[src/rtl/hazard_pkg.sv]
// Shared types and constants for the operand-forwarding scoreboard.
package hazard_pkg;

    // Field widths of a scoreboard entry: RV32 register addresses and a
    // result-latency field that covers ALU, load and one extra stage.
    localparam int SB_ADDR_W = 5;
    localparam int SB_LAT_W  = 2;

    // Number of stages after issue before the result sits on a forwarding tap
    localparam logic [SB_LAT_W-1:0] READY_ALU  = SB_LAT_W'(1);
    localparam logic [SB_LAT_W-1:0] READY_LOAD = SB_LAT_W'(2);

    // One in-flight instruction; valid = 0 marks a bubble
    typedef struct packed {
        logic                 valid;
        logic [SB_ADDR_W-1:0] rd;
        logic [SB_LAT_W-1:0]  ready_stage;
    } sb_entry_t;

    // Width of a forwarding select: 0 = register file, 1..depth = taps
    function automatic int sel_width(input int depth);
        return $clog2(depth + 1);
    endfunction

endpackage

[src/rtl/fwd_match.sv]
// Per-source match, youngest-first priority and forwardability check.
module fwd_match
    import hazard_pkg::*;
#(
    parameter  int DEPTH  = 3,
    parameter  int ADDR_W = 5,
    localparam int SEL_W  = sel_width(DEPTH)
) (
    input  logic                  id_valid,
    input  logic                  src_used,
    input  logic [ADDR_W-1:0]     src_addr,
    input  sb_entry_t [DEPTH-1:0] entries,
    output logic [SEL_W-1:0]      sel,
    output logic                  hazard
);

    logic found;

    // Scan from the youngest entry; the first match decides forward or hazard
    always_comb begin
        // NOTE: combinational blocks use blocking assignments and give every
        // output a default first, so no latch is inferred on any path.
        sel    = '0;
        hazard = 1'b0;
        found  = 1'b0;
        if (id_valid && src_used && (src_addr != '0)) begin
            for (int k = 0; k < DEPTH; k++) begin
                if (!found && entries[k].valid &&
                    (SB_ADDR_W'(src_addr) == entries[k].rd)) begin
                    found = 1'b1;
                    if ((k + 1) >= int'(entries[k].ready_stage)) begin
                        sel = SEL_W'(k + 1);
                    end else begin
                        hazard = 1'b1;
                    end
                end
            end
        end
    end

endmodule

[src/rtl/forward_scoreboard.sv]
// Operand-forwarding and hazard unit: in-flight history, stall, stall counter.
module forward_scoreboard
    import hazard_pkg::*;
#(
    parameter  int NUM_SRC = 2,
    parameter  int DEPTH   = 3,
    parameter  int ADDR_W  = 5,
    parameter  int LAT_W   = 2,
    parameter  int CNT_W   = 32,
    localparam int SEL_W   = sel_width(DEPTH)
) (
    input  logic                             clk,
    input  logic                             rst,
    input  logic                             id_valid,
    input  logic [NUM_SRC-1:0][ADDR_W-1:0]   id_src_addr,
    input  logic [NUM_SRC-1:0]               id_src_used,
    input  logic [ADDR_W-1:0]                id_rd,
    input  logic                             id_reg_write,
    input  logic [LAT_W-1:0]                 id_ready_stage,
    input  logic                             freeze,
    input  logic                             flush,
    output logic [NUM_SRC-1:0][SEL_W-1:0]    fwd_sel,
    output logic                             stall,
    output logic [CNT_W-1:0]                 stall_cnt
);

    // Entry 0 = EXE, 1 = MEM, 2 = WB for the default depth
    sb_entry_t [DEPTH-1:0] sb_q;
    sb_entry_t             issue_entry;
    logic [NUM_SRC-1:0]    src_hazard;

    // One matcher per source operand
    for (genvar gi = 0; gi < NUM_SRC; gi++) begin : g_src
        fwd_match #(
            .DEPTH  (DEPTH),
            .ADDR_W (ADDR_W)
        ) u_match (
            .id_valid (id_valid),
            .src_used (id_src_used[gi]),
            .src_addr (id_src_addr[gi]),
            .entries  (sb_q),
            .sel      (fwd_sel[gi]),
            .hazard   (src_hazard[gi])
        );
    end

    // A flushed instruction is discarded, so it can never hold the pipeline
    always_comb begin
        stall = (|src_hazard) && !flush;
    end

    // Build the entry that enters EXE; x0 writes and non-writers become bubbles
    always_comb begin
        issue_entry = '0;
        if (id_valid && !stall && !flush && id_reg_write && (id_rd != '0)) begin
            issue_entry.valid       = 1'b1;
            issue_entry.rd          = SB_ADDR_W'(id_rd);
            issue_entry.ready_stage = (id_ready_stage == '0) ? READY_ALU
                                                              : SB_LAT_W'(id_ready_stage);
        end
    end

    // Advance the in-flight history unless the whole pipeline is frozen
    always_ff @(posedge clk) begin
        // NOTE: the history is a handful of flops, not a RAM, so the whole
        // array is reset; stale valid bits would otherwise forward garbage.
        if (rst) begin
            sb_q <= '0;
        end else if (!freeze) begin
            // NOTE: non-blocking assignments let every entry shift from its
            // old neighbour regardless of statement order.
            for (int k = DEPTH - 1; k >= 1; k--) begin
                sb_q[k] <= sb_q[k-1];
            end
            sb_q[0] <= issue_entry;
        end
    end

    // Saturating count of cycles in which the stall actually took effect
    always_ff @(posedge clk) begin
        if (rst) begin
            stall_cnt <= '0;
        end else if (stall && !freeze && (stall_cnt != '1)) begin
            stall_cnt <= stall_cnt + 1'b1;
        end
    end

endmodule

[config.mk]
export PLATFORM = sky130hd
export DESIGN_NAME = forward_scoreboard
export DESIGN_NICKNAME = d
export VERILOG_FILES = /design/src/rtl/hazard_pkg.sv /design/src/rtl/fwd_match.sv /design/src/rtl/forward_scoreboard.sv
export SDC_FILE = /design/constraint.sdc
export NUM_CORES = 1
export LEC_CHECK = 0
export ABC_AREA = 1
export BUFFER_PORTS_ARGS = -buffer_cell sky130_fd_sc_hd__buf_2
export CAP_MARGIN = 30
export CORE_MARGIN = 5
export CORE_UTILIZATION = 57
export DETAILED_ROUTE_END_ITERATION = 16
export PLACE_DENSITY = 0.81
export SYNTH_ARGS = -nofsm -noshare
export SYNTH_HDL_FRONTEND = slang
export SYNTH_SLANG_ARGS = --single-unit
[constraint.sdc]
create_clock -name clk -period 2.2 [get_ports clk]
set_clock_uncertainty 0.15 [all_clocks]
set_input_delay 0.11 -clock clk [delete_from_list [all_inputs] [get_ports clk]]
set_output_delay 0.11 -clock clk [all_outputs]
set_load 0.01 [all_outputs]
==> summary.md, run 1 <==
| Metric | Value |
|---|---|
| Outcome | `complete, no violations` |
| Synthesis-to-finish area growth | `21.0%` |
| Synth Area in Compound Gates | `0.145` |
| Layout net count | `between 600 and 700` |
| Largest net degree at the start of global routing | `36` |
| Fmax | `a little under 0.5 GHz` |
| Worst R2R Setup Slack | `0.15 ns` |
| Post-Route WL | `10,700 µm` |
| Vias in the first global route | `roughly 3,700` |
| Slew Limit Headroom | `0.651` |
| Layout cells sized above 1 | `0.278` |
| DR vias/cell | `between 5 and 6` |
| CTS Buf Count | `5` |
| RR Startpoint | `stall_cnt[13]` |
| Multi-input logic area | `2220 µm²` |
| Critical Path Fanout Max | `12` |
| Clock Path Buffers | `2` |
| Hold Vio Cnt, Final | `0` |
| Worst setup path category | `flip-flop to flip-flop` |
| DRT met1 WL | `approximately 4100 µm` |
| Starting Density | `0.592` |
| Die ar. | `slightly below 8000 µm²` |
| Avg Inst Size Synth | `~6.6 µm²` |
| Register area | `~1100 µm²` |
| Chip width | `~89 µm` |
| Io pins | `between 60 and 70` |
| First-pass GRT wire length | `16,800 µm` |
| Metal2 WL | `5270 µm` |
| Most frequent cells after synthesis | `nand2_1, dfxtp_1, nor2_1` |
| # DRC | `0` |
| Max H-tree Level | `2` |
| GR Util All Layers | `0.271` |
| Antenna cells | `0` |
| Final setup fails | `0` |
| Synth Warn # | `0` |
| Pre-Repair DR Iteration Count | `4` |
| Hold Path Class | `input pin to flip-flop` |
| Synth Area in XOR/XNOR | `0.0691` |
| Vert. Die Dim | `roughly 90 µm` |
| WL/cell | `approximately 15 µm` |
| Hold Path End | `sb_q[7]` |
| Num rows | `28` |
| Reg2Reg Depth | `10` |
| Fin crit share | `0.934` |
| Root Buffer Master | `clkbuf_8` |
| Mux contribution to synthesized area | `0` |
| Actual slew at the worst max-slew pin | `0.523 ns` |
| Synthesized Nets | `560` |
| Ys async rst share | `0` |
| Place WS | `about 0.11 ns` |
| TritonCTS clock tree | `built` |
| WL met3 | `roughly 800 µm` |
| Share of the synthesized area in the top cell type | `0.305` |
| Count of cell types in the netlist | `38` |
| Reg clk slew, reported paths | `0.11 ns` |
| Post-synthesis sequential area ratio | `0.305` |
| Most frequent cell after synthesis | `nand2_1` |
| Mapped cell area | `around 3500 µm²` |
| CTS Sinks | `54` |
| Largest family of logic cells by synthesized area | `simple AND/OR/NAND/NOR gates` |
| Max-cap viol count | `0` |
| Detailed Place HPWL | `~8000 µm` |
| Worst skew pair latency | `around 0.32 ns` |
| Port Buf Inserts | `61` |
| Final TNS setup | `0 ns` |
| Fillers | `between 500 and 600` |
| Most used DFF post-synth | `dfxtp_1` |
| Highest metal used | `met4` |
| Crit start category | `flip-flop` |
| Initial antenna violation count | `0` |
| Detail Route Antenna Nets | `0` |
| Maximum VDD drop | `349 µV` |
| Synth top area cells | `dfxtp_1, nand2_1, xor2_1, nor2_1, inv_1` |
| Total Power | `roughly 1.8 mW` |
| Overflow after GRT | `0` |
| Final worst setup slack | `around 0.15 ns` |
| Crit path time final | `between 2 and 2.5 ns` |
| Adder-cell share of the synthesized area | `0.00353` |
| Final GP Congestion | `about 0.95` |
| Min-delay src | `id_reg_write` |
| Total number of vias | `slightly below 4,000` |
| RR Endpoint | `stall_cnt[22]` |
| Final Slew Violations | `0` |
| Hold slack | `0.0792 ns` |
| Simple-gate share of the synthesized area | `0.391` |
| Critical Path RT | `between 2 and 2.5 ns` |
| CP Capture Type | `flip-flop` |
| Syn Inst Count | `between 500 and 600` |
| WHS Path Cells | `5` |
| Leading area contributor after synthesis | `dfxtp_1` |
| Power per cell area | `between 400 and 500 nW/µm²` |
| EDFF count, synth | `0` |
| WP data arrival | `approximately 2.1 ns` |
| Leak pwr | `about 1.8 nW` |
| Iter 0 DRT Violations | `196` |
| Core area | `~6000 µm²` |
| Yosys reg bits | `54` |
==> metal layers <==
layer  vias up  track usage
met1      1726        0.306
met4         0        0.125
li1       1907            -
met2       193        0.495
met5         -            0
met3        43       0.0438
==> cell usage in the layout, fill, tap and decap left out, types with 22 or more instances in the layout <==
cell type / n
buf_2: 61
xor2_1: 23
a21oi_1: 32
inv_1: 50
dfxtp_1: 45
nand2_1: 140
nor2_1: 49
o21ai_0: 22
==> repair_timing <==
item / 4_1_cts / 5_1_grt
pin swaps: 0 / 3
endpoints found under the hold margin: 8 / 0
hold buffers: 8 / 0
setup buffers: 0 / 1
cloned: 0 / 2
resized for setup: 1 / 19
setup endpoints to repair: 1 / 40
==> worst max path at each step <==
stage / startpoint / to / slack (ns) / cells after the start
final: stall_cnt[13] / stall_cnt[22] / 0.15 / 10
after global routing: stall_cnt[20] / stall_cnt[29] / -0.02 / 10
after CTS: sb_q[4] / stall_cnt[21] / 0.07 / 11
after detailed placement: sb_q[4] / stall_cnt[21] / 0.11 / 11
after global placement: sb_q[4] / stall_cnt[4] / 0.13 / 11
after floorplan: stall_cnt[1] / stall_cnt[19] / 0.18 / 11
==> cell type report <==
type                       count  share of cell area
timing repair buffer          89               0.132
inverter                      59              0.0516
sequential                    54               0.255
multi-input combinational    409               0.518
tap                           75              0.0219
clock buffer                   5              0.0160
clock inverter                 3             0.00583
==> through the flow <==
step / cell area [µm²] / instances / utilization
after floorplan: 3550 / 534 / -
after global placement: 4010 / 675 / 0.669
after detailed placement: 4010 / 675 / 0.669
after CTS: 4190 / 691 / 0.699
after global routing: 4290 / 694 / 0.716
final: 4290 / 694 / 0.716
==> sequential cells by signal, indices dropped and copies added, names as in the netlist <==
name and flops:
stall_cnt 32, sb_q 22
==> critical path, cell delays in order, from the launching register on <==
cell       delay [ns]
dfxtp_1          0.49
nand2_1          0.15
nor3_1           0.19
nand2_1          0.14
nor2_2           0.16
nand2_2          0.12
inv_1            0.17
nor2_8           0.07
clkbuf_16        0.18
nand2_2          0.07
a21oi_2          0.04
==> report_power, final <==
group | switching [mW] | internal, mW
Sequential | 0.0155 | 0.994
Clock | 0.354 | 0.231
Combinational | 0.122 | 0.0674
==> cells by family after synthesis <==
group                      count (synthesis)
adders and majority gates                  1
buffers and inverters                     72
xor gates and xnor gates                  28
DFF                                       54
and+or+nand+nor                          295
AOI/OAI and AO/OA                         84
(Power assumes the default switching activity.)
==> run 2: changes to the inputs <==
Clock period 2.2 ns to 1.9 ns, I/O delays scaled along.
==> run 2 against run 1 <==
The flow now finishes with violations (negative setup slack). Power increased by 35%. Sequential cell count is the same. Register-to-register slack got worse by 0.37 ns. Via count grew 14%. Global-route usage rose by 2.7 points. Worst setup slack worse by 0.37 ns. Critical path type unchanged. Critical endpoint is now stall_cnt[20].
==> summary.md, run 2 (same netlist as run 1, synthesis figures left out) <==
| Metric | Value |
|---|---|
| Outcome | `finished, violations left` |
| Failing checks | `negative setup slack` |
| Num rows | `28` |
| Final setup fails | `between 40 and 50` |
| Largest Register | `stall_cnt` |
| Max-cap viol count | `0` |
| Place WS | `-0.140 ns` |
| Layout cells sized above 1 | `0.455` |
| First-pass GRT wire length | `18,400 µm` |
| Final instance area | `just over 5000 µm²` |
| Port Buf Inserts | `61` |
| Hold Vio Cnt, Final | `0` |
| Largest register FFs | `32` |
| Synthesis-to-finish area growth | `46.0%` |
| Total number of vias | `around 4,400` |
| Antenna cells | `0` |
| RSZ-0062 raised after global routing | `true` |
| Total Power | `~2.4 mW` |
| Die ar. | `~7900 µm²` |
| Worst setup path category | `flip-flop to flip-flop` |
| Hold slack | `roughly 0.094 ns` |
| Crit start category | `flip-flop` |
| Critical Path RT | `1.94 ns` |
| Part of the power in combinational logic | `0.117` |
| Pre-Repair DR Iteration Count | `5` |
| Fmax | `between 0.4 and 0.5 GHz` |
| Top flop regs | `stall_cnt: 32 flops, sb_q: 22 flops` |
| Maximum VDD drop | `503 µV` |
| Internal power | `~1.8 mW` |
| Net Switching | `between 0.5 and 0.6 mW` |
| Fin crit share | `1.12` |
| WP data arrival | `about 2.2 ns` |
| Detail Route Antenna Nets | `0` |
| Fillers | `328` |
| CP Capture Type | `flip-flop` |
| Sw Share | `0.247` |
| Reg clk slew, reported paths | `about 0.10 ns` |
| Placed Area | `roughly 4400 µm²` |
| CTS Sinks | `54` |
| Max H-tree Level | `2` |
| Iter 0 DRT Violations | `between 200 and 300` |
| Hold Path Class | `input pin to flip-flop` |
| Vias in the first global route | `4,024` |
| Leak pwr | `approximately 2.3 nW` |
| Critical Path Fanout Max | `7` |
| Starting Density | `0.592` |
| Vert. Die Dim | `slightly below 90 µm` |
| # DRC | `0` |
| Actual slew at the worst max-slew pin | `around 0.66 ns` |
| Clock network fraction of design power | `0.398` |
| Final Slew Violations | `0` |
| Sequential power share | `0.484` |
| Final worst setup slack | `-0.224 ns` |
| Power per cell area | `between 400 and 500 nW/µm²` |
| CTS Buf Count | `5` |
| Root Buffer Master | `clkbuf_8` |
| Core area | `5990 µm²` |
| Final TNS setup | `-6.18 ns` |
| Post-Route WL | `13,100 µm` |
| Crit path time final | `2.12 ns` |
| Chip width | `88.9 µm` |
| Largest net degree at the start of global routing | `36` |
| Most common cell after layout, fill and taps aside | `nand2_1` |
| TritonCTS clock tree | `built` |
| Layout net count | `approximately 700` |
| Clock Path Buffers | `2` |
| Most frequent cells in the layout | `nand2_1, buf_4, buf_2` |
| Initial antenna violation count | `0` |
| Slew Limit Headroom | `0.562` |
| Final GP Congestion | `between 0.9 and 1` |
| Io pins | `62` |
| Overflow after GRT | `0` |
| Worst skew pair latency | `a little over 0.3 ns` |
| GR Util All Layers | `0.298` |
| Detailed Place HPWL | `8560 µm` |
| WL/cell | `about 17 µm` |
| DR vias/cell | `around 5.8` |
run 2: final cells by class:
| type | count | area [µm²] | share of cell area |
|---|---|---|---|
| Clock buffer | 6 | 82.6 | 0.0159 |
| Clock inverter | 2 | 60.1 | 0.0116 |
| Inverter | 59 | 224 | 0.0432 |
| Multi-Input combinational cell | 409 | 2470 | 0.477 |
| Sequential cell | 54 | 1110 | 0.214 |
| Tap cell | 75 | 93.8 | 0.0181 |
| Timing Repair Buffer | 151 | 1140 | 0.220 |
run 2: what timing repair did:
| action | 4_1_cts | 5_1_grt |
|---|---|---|
| hold endpoints to repair | 7 | 0 |
| pin swaps | 11 | 32 |
| gates cloned | 0 | 4 |
| setup endpoints to repair | 45 | 45 |
| setup buffers | 4 | 12 |
| hold buffers | 7 | 0 |
| resized for setup | 48 | 74 |
run 2: per-layer routing:
metal / share of wire / up-vias / GRT usage
li1: - / 2035 / -
met3: 0.076 / 56 / 0.0438
met5: 0 / - / 0
met4: 0.049 / 0 / 0.141
met1: 0.38 / 2080 / 0.344
met2: 0.49 / 248 / 0.536
run 2: stage by stage:
step,std cells,utilization
3_3_place_gp,722,0.732
4_1_cts,741,0.798
5_1_grt,756,0.865
2_1_floorplan,534,-
3_5_place_dp,722,0.732
6_report,756,0.865
run 2: critical path: stages, from the launching register on:
cell     delay (ns)
dfxtp_2        0.35
inv_1          0.06
nand2_1        0.06
nand2_1        0.06
nor2_1         0.18
nand4_1        0.16
nand2_2        0.10
nand2_2        0.08
nand2_4        0.13
buf_4          0.13
nand4_4        0.15
buf_8          0.22
nand2_1        0.09
a21oi_2        0.07
run 2: final timing paths:
kind	endpoint	slack, ns	depth (start not counted)	start
max	stall_cnt[20]	-0.22	13	sb_q[12]
min	sb_q[1]	0.09	5	id_reg_write
max reg2reg	stall_cnt[20]	-0.22	13	sb_q[12]
min reg2reg	sb_q[0]	0.32	2	sb_q[0]
run 2: power groups by stage:
stage	logic (mW)	registers (mW)	clock network, mW
finish	0.282	1.17	0.958
global route	0.304	1.17	1.01
CTS	0.243	1.17	0.962
detailed placement	0.216	1.19	0
global placement	0.215	1.19	0
floorplan	0.130	1.19	0
==> run 3: changes to the inputs <==
Settings changed: REMOVE_ABC_BUFFERS set to 1, SLEW_MARGIN set to 10.
Clock period 1.9 ns to 2 ns, I/O delays scaled along.
==> run 3 against run 2 <==
The flow still finishes with violations (negative setup slack). Sequential power down 5%. Hold slack lost 0.037 ns. Combinational power down 14%. Largest power group unchanged.
==> summary.md, run 3 (same netlist as run 1, synthesis figures left out) <==
| Metric | Value |
|---|---|
| Outcome | `finished, violations left` |
| Failing checks | `negative setup slack` |
| Synthesis-to-finish area growth | `35.4%` |
| Largest Register | `stall_cnt` |
| CP Capture Type | `flip-flop` |
| Overflow after GRT | `0` |
| Detailed Place HPWL | `about 8500 µm` |
| Core area | `around 6000 µm²` |
| Starting Density | `0.592` |
| Initial antenna violation count | `0` |
| Most common cell after layout, fill and taps aside | `nand2_1` |
| Top flop regs | `stall_cnt: 32 flops, sb_q: 22 flops` |
| Root Buffer Master | `clkbuf_8` |
| Num rows | `28` |
| RSZ-0062 raised after global routing | `true` |
| Hold Path Class | `input pin to flip-flop` |
| Reg2Reg Depth | `13` |
| CTS Buf Count | `5` |
| Actual slew at the worst max-slew pin | `roughly 0.56 ns` |
| Clock Path Buffers | `2` |
| Vias in the first global route | `about 3,700` |
| Largest register FFs | `32` |
| DP Cell Count | `about 710` |
| Detail Route Antenna Nets | `0` |
| Largest net degree at the start of global routing | `36` |
| First-pass GRT wire length | `around 18,000 µm` |
| Power per cell area | `between 400 and 500 nW/µm²` |
| WHS Path Cells | `4` |
| CTS Sinks | `between 50 and 60` |
| WL/cell | `roughly 17 µm` |
| Final worst setup slack | `-0.259 ns` |
| Crit path time final | `2.26 ns` |
| Worst setup path category | `flip-flop to flip-flop` |
| Post-Route WL | `12,800 µm` |
| Layout net count | `between 600 and 700` |
| Final cell count without fillers | `738` |
| Hold slack | `0.0572 ns` |
| Fin crit share | `1.13` |
| GR Util All Layers | `0.288` |
| Port Buf Inserts | `just over 60` |
| Leak pwr | `about 2.1 nW` |
| Final Slew Violations | `0` |
| Slew Limit Headroom | `0.626` |
| WP data arrival | `2.35 ns` |
| # DRC | `0` |
| Die ar. | `about 7900 µm²` |
| Crit start category | `flip-flop` |
| Vert. Die Dim | `a little under 90 µm` |
| Max H-tree Level | `2` |
| Final setup fails | `44` |
| Max-cap viol count | `0` |
| Final TNS setup | `-5.67 ns` |
| Layout cells sized above 1 | `0.382` |
| Iter 0 DRT Violations | `roughly 600` |
| Worst skew pair latency | `between 0.3 and 0.4 ns` |
| Final instance area | `~4800 µm²` |
| Placed Area | `roughly 4300 µm²` |
| Critical Path RT | `around 2.1 ns` |
| Total number of vias | `approximately 4,400` |
| Antenna cells | `0` |
| Chip width | `around 89 µm` |
| Maximum VDD drop | `~370 µV` |
| DR vias/cell | `5.96` |
| Most frequent cells in the layout | `nand2_1, buf_2, buf_4` |
| Pre-Repair DR Iteration Count | `5` |
| Fmax | `around 0.44 GHz` |
| TritonCTS clock tree | `built` |
| Reg clk slew, reported paths | `roughly 0.10 ns` |
| Hold Vio Cnt, Final | `0` |
| Final GP Congestion | `~1.1` |
| Critical Path Fanout Max | `8` |
| Io pins | `62` |
run 3: cell count changes in the layout (fill, tap and decap cells not counted), moves of 4 or more:
cell / previous run / this run
a21oi_2: 33 / 29
buf_4: 67 / 55
nand2_1: 123 / 139
nand2_2: 35 / 22
nor2_1: 39 / 44
nor2_2: 15 / 11
o21ai_2: 6 / 1
run 3: worst paths after layout:
| check | slack (ns) | endpoint | start |
|---|---|---|---|
| max | -0.26 | sb_q[4] | sb_q[3] |
| min | 0.06 | stall_cnt[12] | freeze |
| max reg2reg | -0.26 | sb_q[4] | sb_q[3] |
| min reg2reg | 0.33 | sb_q[0] | sb_q[0] |
run 3: routing by layer:
metal	track usage	vias to the layer above	wire length (µm)
met5	0	-	0
met4	0.0755	0	483
met3	0.0540	59	1500
met2	0.453	337	5830
met1	0.405	2006	5020
li1	-	1997	-
run 3: power by group:
part	switching [mW]	internal [mW]
Clock	0.393	0.373
Sequential	0.0189	1.09
Combinational	0.158	0.0855
run 3: timing repair:
| item | in CTS | in global routing |
|---|---|---|
| hold buffers | 8 | 0 |
| hold endpoints to repair | 8 | 0 |
| pin swaps | 5 | 26 |
| gates cloned | 0 | 3 |
| gates resized for setup | 17 | 53 |
| setup buffers | 5 | 9 |
| endpoints found under the setup margin | 26 | 44 |
run 3: through the flow:
stage | setup slack, ns | util | power [mW]
3_3_place_gp | 0.0542 | 0.711 | 1.33
3_5_place_dp | -0.0208 | 0.711 | 1.33
6_report | -0.259 | 0.802 | 2.12
2_1_floorplan | 0.0758 | - | 1.23
5_1_grt | -0.321 | 0.802 | 2.20
4_1_cts | -0.0267 | 0.756 | 2.09
run 3: critical path, cell delays in order, from the launching register on:
cell and delay, ns:
dfxtp_4 0.40, inv_4 0.04, nand2_1 0.05, nand2_1 0.07
nor2_1 0.14, nand3_1 0.18, nor2_2 0.16, nor2_1 0.07
nand2_2 0.12, nand2_4 0.09, buf_6 0.13, nor2_4 0.25
nand3_2 0.16, a21oi_2 0.18
run 3: area by class of cell:
type	instances	area, µm²
Inverter	59	224
Timing Repair Buffer	134	971
Fill cell	414	1190
Sequential cell	54	1110
Multi-Input combinational cell	408	2290
Clock buffer	5	68.8
Tap cell	75	93.8
Clock inverter	3	45.0
